**config.mk**
```make
export PLATFORM = sky130hd
export DESIGN_NAME = cal_num_seq_ctrl
export DESIGN_NICKNAME = d
export VERILOG_FILES = /design/src/rtl/cal_num_pkg.sv /design/src/rtl/cal_num_seq_ctrl.sv
export SDC_FILE = /design/constraint.sdc
export NUM_CORES = 1
export LEC_CHECK = 0
export CORE_MARGIN = 4
export CORE_UTILIZATION = 45
export DETAILED_ROUTE_END_ITERATION = 12
export PLACE_DENSITY = 0.81
export SYNTH_ARGS = -nofsm -noshare
export SYNTH_HDL_FRONTEND = slang
export SYNTH_SLANG_ARGS = --single-unit
```
**constraint.sdc**
```tcl
create_clock -name clk -period 3.15 [get_ports clk]
set_clock_uncertainty 0.2 [all_clocks]
set_input_delay 0.7875 -clock clk [delete_from_list [all_inputs] [get_ports clk]]
set_output_delay 0.7875 -clock clk [all_outputs]
set_load 0.05 [all_outputs]
```
**src/rtl/cal_num_pkg.sv**
```systemverilog
`default_nettype none
// ============================================================================
// Module      : cal_num_pkg
// Description : Shared types and default widths for the calculation-quantity
//               job sequencer.
// Revision    : 1.0 - initial release
// ============================================================================
package cal_num_pkg;

  // Default operand and quantity field widths
  localparam int DATA_WIDTH = 16;
  localparam int QTY_WIDTH  = 4;

  // Sequencer states, explicit 2-bit encoding
  typedef enum logic [1:0] {
    IDLE   = 2'd0,
    ACCUM  = 2'd1,
    RESULT = 2'd2
  } cal_state_e;

endpackage : cal_num_pkg
`default_nettype wire

```
**src/rtl/cal_num_seq_ctrl.sv**
```systemverilog
`default_nettype none
// ============================================================================
// Module      : cal_num_seq_ctrl
// Description : Job sequencer. A quantity write starts a job that accepts that
//               many operands, sums them and offers one result beat through a
//               valid/ready handshake. Writes while busy are ignored and flag a
//               sticky overrun error.
// Revision    : 1.0 - initial release
// ============================================================================
module cal_num_seq_ctrl
  import cal_num_pkg::*;
#(
  parameter int DATA_WIDTH = cal_num_pkg::DATA_WIDTH,
  parameter int QTY_WIDTH  = cal_num_pkg::QTY_WIDTH
) (
  input  logic                            clk,
  input  logic                            rst_n,
  input  logic [QTY_WIDTH-1:0]            cfg_quantity,
  input  logic                            cfg_quantity_wr,
  input  logic                            err_clr,
  input  logic                            in_valid,
  output logic                            in_ready,
  input  logic [DATA_WIDTH-1:0]           in_data,
  output logic                            res_valid,
  input  logic                            res_ready,
  output logic [DATA_WIDTH+QTY_WIDTH-1:0] res_data,
  output logic [QTY_WIDTH-1:0]            res_count,
  output logic                            busy,
  output logic                            done,
  output logic                            ovr_err
);

  localparam int SUM_WIDTH = DATA_WIDTH + QTY_WIDTH;

  cal_state_e             r_state;
  cal_state_e             w_state_nxt;
  logic [QTY_WIDTH-1:0]   r_qty;
  logic [QTY_WIDTH-1:0]   w_qty_nxt;
  logic [QTY_WIDTH-1:0]   r_cnt;
  logic [QTY_WIDTH-1:0]   w_cnt_nxt;
  logic [SUM_WIDTH-1:0]   r_sum;
  logic [SUM_WIDTH-1:0]   w_sum_nxt;
  logic                   r_busy;
  logic                   r_res_valid;
  logic                   r_done;
  logic                   r_ovr_err;
  logic                   w_accept;
  logic                   w_handshake;

  // Operand acceptance is a pure decode of state so it never waits on in_valid
  assign in_ready    = (r_state == ACCUM);
  assign w_accept    = in_valid && in_ready;
  assign w_handshake = (r_state == RESULT) && res_ready;

  // State, counter and accumulator registers
  always_ff @(posedge clk or negedge rst_n) begin
    if (!rst_n) begin
      r_state <= IDLE;
      r_qty   <= '0;
      r_cnt   <= '0;
      r_sum   <= '0;
    end else begin
      r_state <= w_state_nxt;
      r_qty   <= w_qty_nxt;
      r_cnt   <= w_cnt_nxt;
      r_sum   <= w_sum_nxt;
    end
  end

  // Next-state and datapath decode
  always_comb begin
    w_state_nxt = r_state;
    w_qty_nxt   = r_qty;
    w_cnt_nxt   = r_cnt;
    w_sum_nxt   = r_sum;
    case (r_state)
      IDLE: begin
        if (cfg_quantity_wr) begin
          w_qty_nxt   = cfg_quantity;
          w_cnt_nxt   = '0;
          w_sum_nxt   = '0;
          // An empty job goes straight to presenting a zero result
          w_state_nxt = (cfg_quantity == '0) ? RESULT : ACCUM;
        end
      end
      ACCUM: begin
        if (w_accept) begin
          w_sum_nxt = r_sum + {{QTY_WIDTH{1'b0}}, in_data};
          w_cnt_nxt = r_cnt + QTY_WIDTH'(1);
          if (r_cnt == (r_qty - QTY_WIDTH'(1))) begin
            w_state_nxt = RESULT;
          end
        end
      end
      RESULT: begin
        if (res_ready) begin
          w_state_nxt = IDLE;
        end
      end
      default: begin
        w_state_nxt = IDLE;
      end
    endcase
  end

  // Registered status outputs, derived from the state being entered
  always_ff @(posedge clk or negedge rst_n) begin
    if (!rst_n) begin
      r_busy      <= 1'b0;
      r_res_valid <= 1'b0;
      r_done      <= 1'b0;
    end else begin
      r_busy      <= (w_state_nxt != IDLE);
      r_res_valid <= (w_state_nxt == RESULT);
      r_done      <= w_handshake;
    end
  end

  // Sticky overrun flag; a new overrun in the clearing cycle keeps it set
  always_ff @(posedge clk or negedge rst_n) begin
    if (!rst_n) begin
      r_ovr_err <= 1'b0;
    end else if (cfg_quantity_wr && (r_state != IDLE)) begin
      r_ovr_err <= 1'b1;
    end else if (err_clr) begin
      r_ovr_err <= 1'b0;
    end
  end

  assign busy      = r_busy;
  assign res_valid = r_res_valid;
  assign res_data  = r_sum;
  assign res_count = r_qty;
  assign done      = r_done;
  assign ovr_err   = r_ovr_err;

endmodule : cal_num_seq_ctrl
`default_nettype wire

```
* After elaboration in Yosys (flattened, before gate mapping) *
Index checks and enable logic that the tools add are counted.

word-level totals
  bits in registers = 34
  input bits = 26
  word-level logic and storage cells = 42

operators by class
  add/sub/neg operators = 3
  equality and inequality tests = 6
  muxes and demuxes = 14
  reductions and logical operators = 11

operators with widths
  operator               count
  $mux W20               2
  $pmux W20 S2           1
  $add A20 B16 Y20       1
  $mux W2                5
  $mux W4                2
  $pmux W4 S2            1
  $reduce_bool A2 Y1     4
  $pmux W2 S3            1
  $add A4 B1 Y4 const B  1
  $eq A2 B2 Y1 const B   2
  $eq A4 B4 Y1           1
  $logic_not A4 Y1       1
  $sub A4 B1 Y4 const B  1
  $logic_and A1 B1 Y1    3
  $reduce_and A3 Y1      1
  $eq A2 B1 Y1 const B   1
  $logic_not A2 Y1       1
  $mux W1                2
  $ne A2 B1 Y1 const B   1
  $ne A2 B2 Y1 const B   1
  $reduce_and A2 Y1      1

* Logic depth before layout (Yosys ltp) *
Gate-level depths: netlist of run 1.

  depth in word-level cells = 6
  gate-level depth with buffers = 9

* Least setup slack after synthesis of run 1 *
No wires, ideal clock.

  kind = input-to-reg
  start point = input in_data[0]
  end point = register r_sum[18] (netlist: res_data[18])
  library setup time = 0.132 ns
  arrival = 2.402 ns
  setup slack = 0.416 ns
  stages on the path = 9
  cell sequence = ha_1 > inv_1 > fa_1 > nand2b_1 > a21oi_1 > o21a_1 > o211a_1 > nor3_1 > or3b_1

between the ends
  word-level cells in the longest chain between the ends = 3

RTL lines
  what                    line                    source
  start: declaration      cal_num_seq_ctrl.sv:23  input logic [DATA_WIDTH-1:0] in_data,
  $add A20 B16 Y20        cal_num_seq_ctrl.sv:88  w_sum_nxt = r_sum + {{QTY_WIDTH{1'b0}}, in_data};
  $mux W20                cal_num_seq_ctrl.sv:87  if (w_accept) begin
  $pmux W20 S2            cal_num_seq_ctrl.sv:76  case (r_state)
  end signal: assignment  cal_num_seq_ctrl.sv:66  r_sum <= w_sum_nxt;
  end: declaration        cal_num_seq_ctrl.sv:41  logic [SUM_WIDTH-1:0] r_sum;

Every way passes these cells. The select of a mux whose other input is x is not followed.
A chain may end at the register's enable or synchronous reset.

* Final worst setup path of run 1 *
Same ends and word-level chain as after synthesis.

==> impl_metrics.toml, run 1 <==
[clocking]
clock_path_buffers = 2
cts_tree = "yes"
cts-root-buf = "clkbuf_8"
cts_resized = 0
ctsHoldBuffers = 0
clock_latency_ns = 0.29
cts.sinks = 34
htreeDepth = 2
post_cts_buffers = 0
clk_pin_slew_ns = 0.07
cts_buffers = 5

[sta]
hold_viol_final = 0
tightest_slew_ns = 0.844
finalCritPeriodShare = 0.949
slew_headroom = 0.437
finalMaxSlewViolations = 0
layout_min_cycle_time_ns = 2.99
rsz0062_at_grt = "no"
max_freq_mhz = 334
finalSetupViolations = 0

[final_layout]
multiInputGateArea_um2 = 1380
drive_gt1_frac = 0.115
fin_nets = 374
seqCellArea_um2 = 851
fin_area_um2 = 3160
synthToLayoutAreaGrowth_pct = 37.4
n_antenna_cell = 0
fill_cells = 427

[detailed_routing]
top_layer_used = "met4"
route.met3.wl_um = 394
drt_iter0_drc = 60
dr.pass1.iters = 4
final_antenna_net_count = 0
wl_um = 5850
m1WireLength_um = 2540
drcViolationCount = 0
vias_per_cell = 5.49
wl_met2_um = 2830
vias = 2178
avgRoutedWirePerCell_um = 14.7

[synth]
yosysWarnings = 0
synth_edf_count = 0
synth_area_leaders = "dfrtp_1 (37%), ha_1 (9.8%), nand2_1 (5.4%)"
ys.flop_type = "dfrtp_1"
ys_seq_elements = 34
synth_common_cells = "dfrtp_1 (34), nand2_1 (33), o21ai_0 (19)"
netlist_area_um2 = 2300
avgSynthCellArea_um2 = 9.12
yosysSeqAreaShare = 0.370
synth_top_area_cell = "dfrtp_1"
syn-num-nets = 297
syn_inst = 252
synthDistinctLibCells = 51
synth_top_area_share = 0.370
yosysMostFrequentCell = "dfrtp_1"
postSynth.asyncResetShare = 1.00

[power]
power.total_mw = 3.55
p_clk_frac = 0.094
p_leak_nw = 1.45
p_comb_frac = 0.680
p_sw_frac = 0.501
p_per_area_nw_per_um2 = 1120
seqPwrFrac = 0.226
internal_power_mw = 1.77
switchingPower_mw = 1.78
ir_worst_vdd_uv = 654

[placed_design]
hpwl_um = 4450
finalWeightedCongestion = 0.844
place_area_um2 = 3070
port_buffers = 54

[critical_path]
cp_cell_sequence = "clkdlybuf4s50_1, ha_1, inv_1, fa_1, nand2b_1, a21oi_1, o21a_1, o211a_1, buf_4, o2111ai_1, or3b_1"
crit_required_ns = 3.12
worstPathMaxFanout = 2
crit_slowest_cell = "clkdlybuf4s50_1"
cp-end-kind = "flip-flop"
worstSetupStartpointType = "input port"
crit_path_max_incr_delay_ns = 0.40
worst_ep_arrival_time_ns = 2.96
crit_type = "in -> reg"

[grt]
antenna_found_initial = 0
grt.total_usage = 0.200
grt_pass1_wl_um = 9950
grt_pass1_vias = 2258
grt_max_degree = 35
grt-ovfl-total = 0

[die]
ioPinCount = 55
rows = 25
start_util = 0.474
die_w_um = 79.5
dieHeight_um = 79.5
core-area_um2 = 4850
die-area_um2 = 6310

[worst_hold_path]
hold_class = "reg -> reg"

[status]
outcome = "finished, final reports clean"

[flow_run]
drv_cap = 0
==> worst paths after layout <==
kind	to	depth (start not counted)	from	slack [ns]
max	res_data[18]	11	in_data[0]	0.16
max in group asynchronous	res_data[5]	2	rst_n	1.72
max reg2reg	res_data[18]	10	res_data[0]	0.68
min reg2reg	res_data[19]	1	res_data[19]	0.29
min	res_data[19]	1	res_data[19]	0.29
min in group asynchronous	res_data[8]	2	rst_n	0.71
==> per-stage QoR <==
step                      hold WS [ns]  utilization  std cells  setup WS [ns]  setup TNS, ns
after CTS                        0.303        0.651        397          0.172              0
after detailed placement         0.291        0.632        389         -0.160         -0.324
after global routing             0.337        0.651        397         0.0196              0
after global placement           0.280        0.632        389        -0.0781        -0.0781
after floorplan                  0.292            -        252          0.416              0
final                            0.292        0.651        397          0.160              0
==> kinds of logic (layout without fill, tap and decap cells) <==
family                   count (synthesis)  in the layout  synth area share
XOR/XNOR                                15             15            0.0572
AND/OR/NAND/NOR                         87             87             0.189
adder cells (fa/ha/maj)                 19             19             0.107
flip-flops                              34             34             0.370
AO/OA/AOI/OAI                           76             76             0.233
buffers and inverters                   18             96            0.0305
multiplexers                             3              3            0.0131
==> cell usage in the layout, fill, tap and decap left out, types with 2 or more instances in the layout <==
cell / instances
nor3_1: 5
clkbuf_8: 6
and3_1: 3
inv_1: 11
o21ai_1: 6
and2_1: 2
nor4_1: 2
a21oi_1: 11
nor3b_1: 3
ha_1: 18
a221o_1: 2
a21o_1: 8
buf_4: 23
a22oi_1: 2
or4_1: 3
dfrtp_1: 34
nand2b_1: 4
o211ai_1: 7
a22o_1: 3
xor2_1: 4
nor2_1: 12
o21bai_1: 2
a211oi_2: 2
nand2_1: 33
nand4_1: 6
clkdlybuf4s50_1: 54
nand3_1: 7
o21ai_0: 19
xnor2_1: 11
mux2i_1: 3
==> state kept, by name, indices dropped and copies added (netlist names) <==
| name | count |
|---|---|
| res_data | 20 |
| r_cnt | 4 |
| res_count | 4 |
| r_state | 2 |
| busy | 1 |
| done | 1 |
| ovr_err | 1 |
| res_valid | 1 |
==> metal layers <==
metal | up-vias | global-route usage
met2 | 66 | 0.335
met5 | - | 0
met3 | 8 | 0.0576
met4 | 0 | 0.0808
met1 | 1027 | 0.240
li1 | 1077 | -
==> power by group through the flow <==
| stage | Combinational, mW | Sequential, mW | Clock (mW) |
|---|---|---|---|
| global placement | 2.35 | 0.804 | 0 |
| finish | 2.41 | 0.801 | 0.335 |
| floorplan | 1.12 | 1.31 | 0 |
| global route | 2.62 | 0.834 | 0.371 |
| CTS | 2.42 | 0.801 | 0.342 |
| detailed placement | 2.41 | 0.805 | 0 |
==> area by class of cell <==
class | count | share of cell area
Inverter | 11 | 0.0131
Sequential cell | 34 | 0.270
Tap cell | 67 | 0.0266
Clock buffer | 7 | 0.0273
Timing Repair Buffer | 77 | 0.226
Clock inverter | 1 | 0.00159
Multi-Input combinational cell | 200 | 0.436
==> critical path, delay by kind of cell <==
family,cells,cell delay (ns)
AO/OA/AOI/OAI,4,0.70
buffers and inverters,3,0.60
AND/OR/NAND/NOR,2,0.49
adder cells (fa/ha/maj),2,0.39
Note: power is estimated with default switching activity, not from simulation.
==> inputs of run 2 (changes only) <==
CORE_MARGIN = unset   (was 4)
CTS_CLUSTER_SIZE = 25   (was unset)
==> run 2 against run 1 <==
Net effect: non-clock buffer count grew 2; global-route usage grew 2.5 points; utilization grew 1.7 points; clock power grew 48%; cell count grew 0.50%.
==> impl_metrics.toml, run 2 (synthesis results as in run 1) <==
[die]
die_w_um = 73.5
rows = 25
ioPinCount = 55
start_util = 0.477
dieHeight_um = 73.5
die-area_um2 = 5390
core-area_um2 = 4820

[power]
seqPwrFrac = 0.215
p_comb_frac = 0.652
internal_power_mw = 1.93
p_leak_nw = 1.48
p_per_area_nw_per_um2 = 1160
switchingPower_mw = 1.80
p_sw_frac = 0.483
p_clk_frac = 0.133
ir_worst_vdd_uv = 748

[clocking]
clock_path_buffers = 2
cts_tree = "yes"
cts_buffers = 5
post_cts_buffers = 0
clk_pin_slew_ns = 0.07
cts.sinks = 34
cts_resized = 0
ctsHoldBuffers = 0
cts-root-buf = "clkbuf_8"
htreeDepth = 2
clock_latency_ns = 0.30

[sta]
layout_min_cycle_time_ns = 2.98
hold_ws_ns = 0.292
hold_viol_final = 0
finalSetupViolations = 0
finalMaxSlewViolations = 0
slew_headroom = 0.635
max_freq_mhz = 335
finalCritPeriodShare = 0.947
fin_tns_setup_ns = 0
rsz0062_at_grt = "no"
tightest_slew_ns = 0.542

[final_layout]
fin_nets = 376
stdcell_count = 399
drive_gt1_frac = 0.123
final_common_cell = "clkdlybuf4s50_1"
final_cell_mix = "clkdlybuf4s50_1 (54), dfrtp_1 (34), nand2_1 (33), buf_4 (25), o21ai_0 (19)"
synthToLayoutAreaGrowth_pct = 40.1
n_antenna_cell = 0
largest_reg_flops = 20

[detailed_routing]
vias_per_cell = 5.40
final_antenna_net_count = 0
m1WireLength_um = 2540
route.met3.wl_um = 307
wl_um = 5610
top_layer_used = "met4"
drt_iter0_drc = 96
avgRoutedWirePerCell_um = 14.1
vias = 2155
drcViolationCount = 0
dr.pass1.iters = 4
wl_met2_um = 2720

[critical_path]
reg2reg_to = "res_data[18]"
worst_ep_arrival_time_ns = 2.96
r2r_slack_ns = 0.65
crit_required_ns = 3.12
rr_startpoint = "res_data[0]"
cp_cell_sequence = "clkdlybuf4s50_1, ha_1, inv_1, fa_1, nand2b_1, a21oi_1, o21a_1, o211a_1, buf_4, o2111ai_1, or3b_1"
endpoint = "res_data[18]"
worstSetupStartpointType = "input port"
crit_start = "in_data[0]"
worstPathMaxFanout = 2
cp.depth = 11
reg2reg_depth = 10
crit_path_max_incr_delay_ns = 0.40
crit_type = "in -> reg"
timing.critical_path.buf_inv = 3
crit_slowest_cell = "clkdlybuf4s50_1"
path_delay_family = "compound AO/OA/AOI/OAI gates"
cp-end-kind = "flip-flop"

[grt]
grt_max_degree = 35
grt-ovfl-total = 0
grt.total_usage = 0.225
grt_pass1_vias = 2110
antenna_found_initial = 0
grt_pass1_wl_um = 9360

[placed_design]
port_buffers = 54
dp_cells = 391
hpwl_um = 4260
finalWeightedCongestion = 0.812

[status]
outcome = "finished, final reports clean"

[flow_run]
drv_cap = 0

[worst_hold_path]
hold_class = "reg -> reg"
## run 2: cell count changes in the layout (fill, tap and decap cells not counted), sizes merged
cell	change
buf	+2
bufinv	+2
clkbuf	-2
## run 2: worst reg2reg max path: cells and delay by family, from the launching register on
family | cells | cell delay, ns
buffers and inverters | 2 | 0.21
AOI/OAI and AO/OA | 4 | 0.67
and+or+nand+nor | 2 | 0.50
adders and majority gates | 2 | 0.40
DFF | 1 | 0.41
## run 2: final cells by class
cell class	instances	area, um^2
Clock buffer	5	68.8
Clock inverter	3	68.8
Fill cell	409	1600
Inverter	11	41.3
Multi-Input combinational cell	200	1380
Sequential cell	34	851
Tap cell	67	83.8
Timing Repair Buffer	79	728
## run 2: layer usage
metal / track usage / vias up
met5: 0 / -
met4: 0.0577 / 0
met3: 0.0494 / 5
met2: 0.383 / 59
met1: 0.290 / 1007
li1: - / 1084
## run 2: worst min-delay path by stage
| stage | startpoint | endpoint | cells past startpoint |
|---|---|---|---|
| final | res_data[19] | res_data[19] | 1 |
| after global routing | res_data[19] | res_data[19] | 1 |
| after CTS | res_data[19] | res_data[19] | 1 |
| after detailed placement | res_data[19] | res_data[19] | 1 |
| after global placement | res_data[19] | res_data[19] | 1 |
| after floorplan | rst_n | busy | 0 |
## run 2: through the flow
step	power, mW	cell area, um^2	utilization	setup slack, ns
finish	3.73	3220	0.668	0.165
global route	3.99	3220	0.668	0.0279
global placement	3.17	3080	0.639	-0.0800
detailed placement	3.23	3080	0.639	-0.140
floorplan	2.43	2300	-	0.416
CTS	3.74	3220	0.668	0.171
## run 2: power by group through the flow
stage	registers, mW	clock network, mW	logic (mW)
floorplan	1.31	0	1.12
global placement	0.804	0	2.36
detailed placement	0.807	0	2.42
CTS	0.804	0.502	2.43
global route	0.832	0.520	2.63
finish	0.802	0.497	2.43
==> edit 1: new RTL, config.mk and constraints of run 1 <==
Add an input register stage for `cfg_quantity`, without a reset; this delays it by one clock. The other inputs are not delayed to match.
--- a/src/rtl/cal_num_seq_ctrl.sv
+++ b/src/rtl/cal_num_seq_ctrl.sv
@@ -31,6 +31,12 @@
 );
 
   localparam int SUM_WIDTH = DATA_WIDTH + QTY_WIDTH;
+
+  logic [QTY_WIDTH-1:0] cfg_quantity_q;
+
+  always_ff @(posedge clk) begin
+    cfg_quantity_q <= cfg_quantity;
+  end
 
   cal_state_e             r_state;
   cal_state_e             w_state_nxt;
@@ -76,11 +82,11 @@
     case (r_state)
       IDLE: begin
         if (cfg_quantity_wr) begin
-          w_qty_nxt   = cfg_quantity;
+          w_qty_nxt   = cfg_quantity_q;
           w_cnt_nxt   = '0;
           w_sum_nxt   = '0;
           // An empty job goes straight to presenting a zero result
-          w_state_nxt = (cfg_quantity == '0) ? RESULT : ACCUM;
+          w_state_nxt = (cfg_quantity_q == '0) ? RESULT : ACCUM;
         end
       end
       ACCUM: begin
Check against the original RTL: not equivalent (a bounded check fails within 4 cycles, from zero or initial values and one cycle with rst_n low).
==> edit 1 against run 1 <==
  * Synthesized area rose by 1.9%
  * Synthesized cell count rose by 0.40%
  * Worst setup slack improved by 70 ps
  * Sequential cell count rose by 4
  * Total power rose by 1.6%
  * Die area rose by 1.7%
  * Final area fell by 0.59%
  * Sequential share of layout area rose by 2.7 points
  * Wire length fell by 3.0%
==> edit 1: results (changes against run 1) <==
| Metric | Value |
|---|---|
| GRT Total Usage | `0.190 (-0.00951)` |
| Hold_sp | `cfg_quantity_q[2]` |
| WHS Endpoint | `res_count[2]` |
| #MultiIn Comb | `197 (-1.5%)` |
| Vias in the first global route | `2089 (-7.5%)` |
| Worst Path Arrival | `2900 ps (-60 ps)` |
| Worst rel slew slack | `0.613 (+0.176)` |
| Syn_nets | `298 (+0.34%)` |
| Initial DRC Count | `91 (+52%)` |
| Hold_ws | `242 ps (-49.7 ps)` |
| VDD IR max | `0.540 mV (-17%)` |
| Share of cells above drive strength 1 | `0.0915 (-0.0237)` |
| Yosys cell types | `49 (-3.9%)` |
| Worst slack, placed | `-68.6 ps (+91.0 ps)` |
| Status | `completed` |
| Clkbuf count | `5 (-2)` |
| Post-DP HPWL | `4340 microns (-2.5%)` |
| Filler cell count | `412 (-3.5%)` |
| GP Congestion | `0.878 (+4.0%)` |
| Min-Delay Path Depth | `2 (+1)` |
| Sequential share of cell area | `0.297 (+0.0271)` |
| R2R setup slack | `790 ps (+110 ps)` |
| First-pass GRT wire length | `9560 microns (-4.0%)` |
| Dpl cell area | `3000 sq um (-2.1%)` |
| Fin cells | `384 (-3.3%)` |
| Syn avg cell area | `9.25 sq um (+1.5%)` |
| Multi-input gate area in the final layout | `1340 sq um (-2.9%)` |
| Crit Path Max Fanout | `4 (+2)` |
| Mapped cell area | `2340 sq um (+1.9%)` |
| Reg-to-reg endpoint | `res_data[14]` |
| Non-Clock Buffer Area Fraction | `0.194 (-0.0321)` |
## edit 1: cell families after synthesis
family                     Yosys count  synth area share
DFF                                 38             0.398
AOI/OAI and AO/OA                   69             0.200
buffers and inverters               18            0.0315
adders and majority gates           19             0.105
xor gates and xnor gates            23            0.0860
and+or+nand+nor                     86             0.180
## edit 1: how the worst max path moves through the flow
| stage | to | slack, ps | depth (start not counted) |
|---|---|---|---|
| finish | res_data[14] | 230 | 11 |
| global route | res_data[8] | 4 | 11 |
| CTS | res_data[14] | 230 | 11 |
| detailed placement | res_data[14] | -70 | 11 |
| global placement | res_data[14] | -20 | 11 |
| floorplan | res_data[14] | 530 | 10 |
## edit 1: power breakdown
part	leakage, nW	internal [mW]	switching [mW]
clock	0.0683	0.317	0.178
sequential	0.461	0.675	0.179
combinational	0.836	0.884	1.37
total	1.37	1.88	1.73
## edit 1: routing by layer
metal / track usage / share of wire
met2: 0.310 / 0.48
met1: 0.240 / 0.44
met4: 0.0828 / 0.020
met3: 0.0460 / 0.063
met5: 0 / 0
==> edit 2: new RTL, flow settings as in run 1 <==
Without the edit above. `QTY_WIDTH`: 4 -> 3.
--- a/src/rtl/cal_num_pkg.sv
+++ b/src/rtl/cal_num_pkg.sv
@@ -9,7 +9,7 @@
 
   // Default operand and quantity field widths
   localparam int DATA_WIDTH = 16;
-  localparam int QTY_WIDTH  = 4;
+  localparam int QTY_WIDTH  = 3;
 
   // Sequencer states, explicit 2-bit encoding
   typedef enum logic [1:0] {
Interface: changed (resized cfg_quantity, res_count and res_data); port bits go from 55 to 52. No check against the original RTL was run, so the function may have changed too.
==> edit 2 against run 1 <==
  * Clock power fell by 5%
  * Largest cell class unchanged
  * Sequential cell count fell by 3
  * Final area fell by 8.4%
  * Die area fell by 3.8%
  * Combinational power fell by 15%
  * Worst setup slack got worse by 42 ps
  * Wire length fell by 9.9%
  * First-iteration DRC count rose by 98%
  * Total power fell by 13%
  * Critical endpoint is now res_data[14]
  * Synthesized area fell by 4.2%
  * Sequential share of layout area fell by 0.11 points
==> edit 2: results (changes against run 1) <==
| Metric | Value |
|---|---|
| Synth cell count leaders | `38 x nand2_1, 31 x dfrtp_1, 29 x o21ai_0, 18 x ha_1, 18 x nor2_1` |
| GP Congestion | `0.861 (+2.0%)` |
| Final #Nets | `351 (-6.1%)` |
| Fin cells | `375 (-5.5%)` |
| Synth Area in XOR/XNOR | `0.0557 (-0.00144)` |
| Filler cell count | `414 (-3.0%)` |
| Cell leakage power | `1.27 nW (-13%)` |
| Vias in the first global route | `2047 (-9.3%)` |
| Worst rel slew slack | `0.649 (+0.212)` |
| Crit Path Max Fanout | `3 (+1)` |
| Register area share after synthesis | `0.353 (-0.0177)` |
| Syn_nets | `293 (-1.3%)` |
| Met1 usage | `0.234 (-0.00642)` |
| Initial DRC Count | `119 (+98%)` |
| Placed cell count | `367 (-5.7%)` |
| Syn avg cell area | `8.83 sq um (-3.1%)` |
| Clock insertion delay at the later pin of the skew report | `290 ps (about the same)` |
| Max reg flops | `19 (-5.0%)` |
| Routed vias/inst | `5.30 (-3.4%)` |
| IO Port Bufs | `51 (-5.6%)` |
| Worst Path Arrival | `3010 ps (+50 ps)` |
| WHS Endpoint | `res_data[5]` |
| Min-Delay Path Depth | `2 (+1)` |
| R2R setup slack | `640 ps (-40 ps)` |
| Ranking of synthesized cells by area | `dfrtp_1 35%, ha_1 10%, o21ai_0 6.6%, nand2_1 6.5%, xor2_1 3.2%` |
| Net switching power | `1.57 mW (-12%)` |
| Compound-Gate Fraction of Synth Area | `0.205 (-0.0283)` |
| Yosys cell types | `54 (+5.9%)` |
| VDD IR max | `0.533 mV (-19%)` |
| Status | `completed` |
| Met1 WL | `2380 microns (-6.4%)` |
| WL met2 | `2550 microns (-9.9%)` |
| Met3 GRT Util | `0.0452 (-0.0123)` |
| Reg2Reg Depth | `8 (-2)` |
| Clock Tree Buf Depth | `2 (unchanged)` |
| Post-Synth Adder-Cell Area | `0.111 (+0.00474)` |
| Hold_sp | `res_data[5]` |
| Worst setup endpoint | `res_data[14]` |
| Crit path from | `in_data[0]` |
| Dpl cell area | `2800 sq um (-8.7%)` |
| Clock period minus worst slack | `3030 ps (+42.2 ps)` |
| WL met3 | `235 microns (-40%)` |
| Slowest library cell on the worst path | `clkdlybuf4s50_1` |
| Initial antenna violation count | `0 (unchanged)` |
| Area growth syn-to-layout | `31.4%` |
| Post-synthesis mux area share | `0.0387 (+0.0256)` |
| Post-DP HPWL | `3980 microns (-11%)` |
| First-pass GRT wire length | `9070 microns (-8.8%)` |
| Largest net degree at the start of global routing | `32 (-8.6%)` |
| GR Layer Usage met2 | `0.308 (-0.0265)` |
| Share of cells above drive strength 1 | `0.101 (-0.0145)` |
| Hold_ws | `310 ps (+18.3 ps)` |
| Worst slack, placed | `-302 ps (-142 ps)` |
| Drt total wl | `5270 microns (-9.9%)` |
| GRT Total Usage | `0.185 (-0.0148)` |
## edit 2: cell types whose count changed after synthesis, sizes merged, moves of 5 or more
| cell | change |
|---|---|
| a21o | -7 |
| buf | +5 |
| nand2 | +6 |
| nor2 | +5 |
| o211ai | -6 |
| o21ai | +5 |
| xnor2 | -5 |
## edit 2: power by group through the flow
stage / clock [mW] / combinational (mW) / sequential (mW)
2_1_floorplan: 0 / 1.05 / 1.15
3_3_place_gp: 0 / 2.00 / 0.716
3_5_place_dp: 0 / 2.04 / 0.725
4_1_cts: 0.328 / 2.06 / 0.718
5_1_grt: 0.345 / 2.24 / 0.747
6_report: 0.318 / 2.05 / 0.717
## edit 2: area by class of cell
type | instances | area share
multi-input cells | 199 | 0.459
repair buffers | 60 | 0.200
inverters | 10 | 0.0130
clock buffers | 5 | 0.0238
flip-flops and latches | 31 | 0.268
well taps | 67 | 0.0290
clock inverters | 3 | 0.00693
## edit 2: worst min-delay path: stages, from the launching register on
cell     delay [ps]
dfrtp_1         360
nand2_1          50
o21ai_0          60
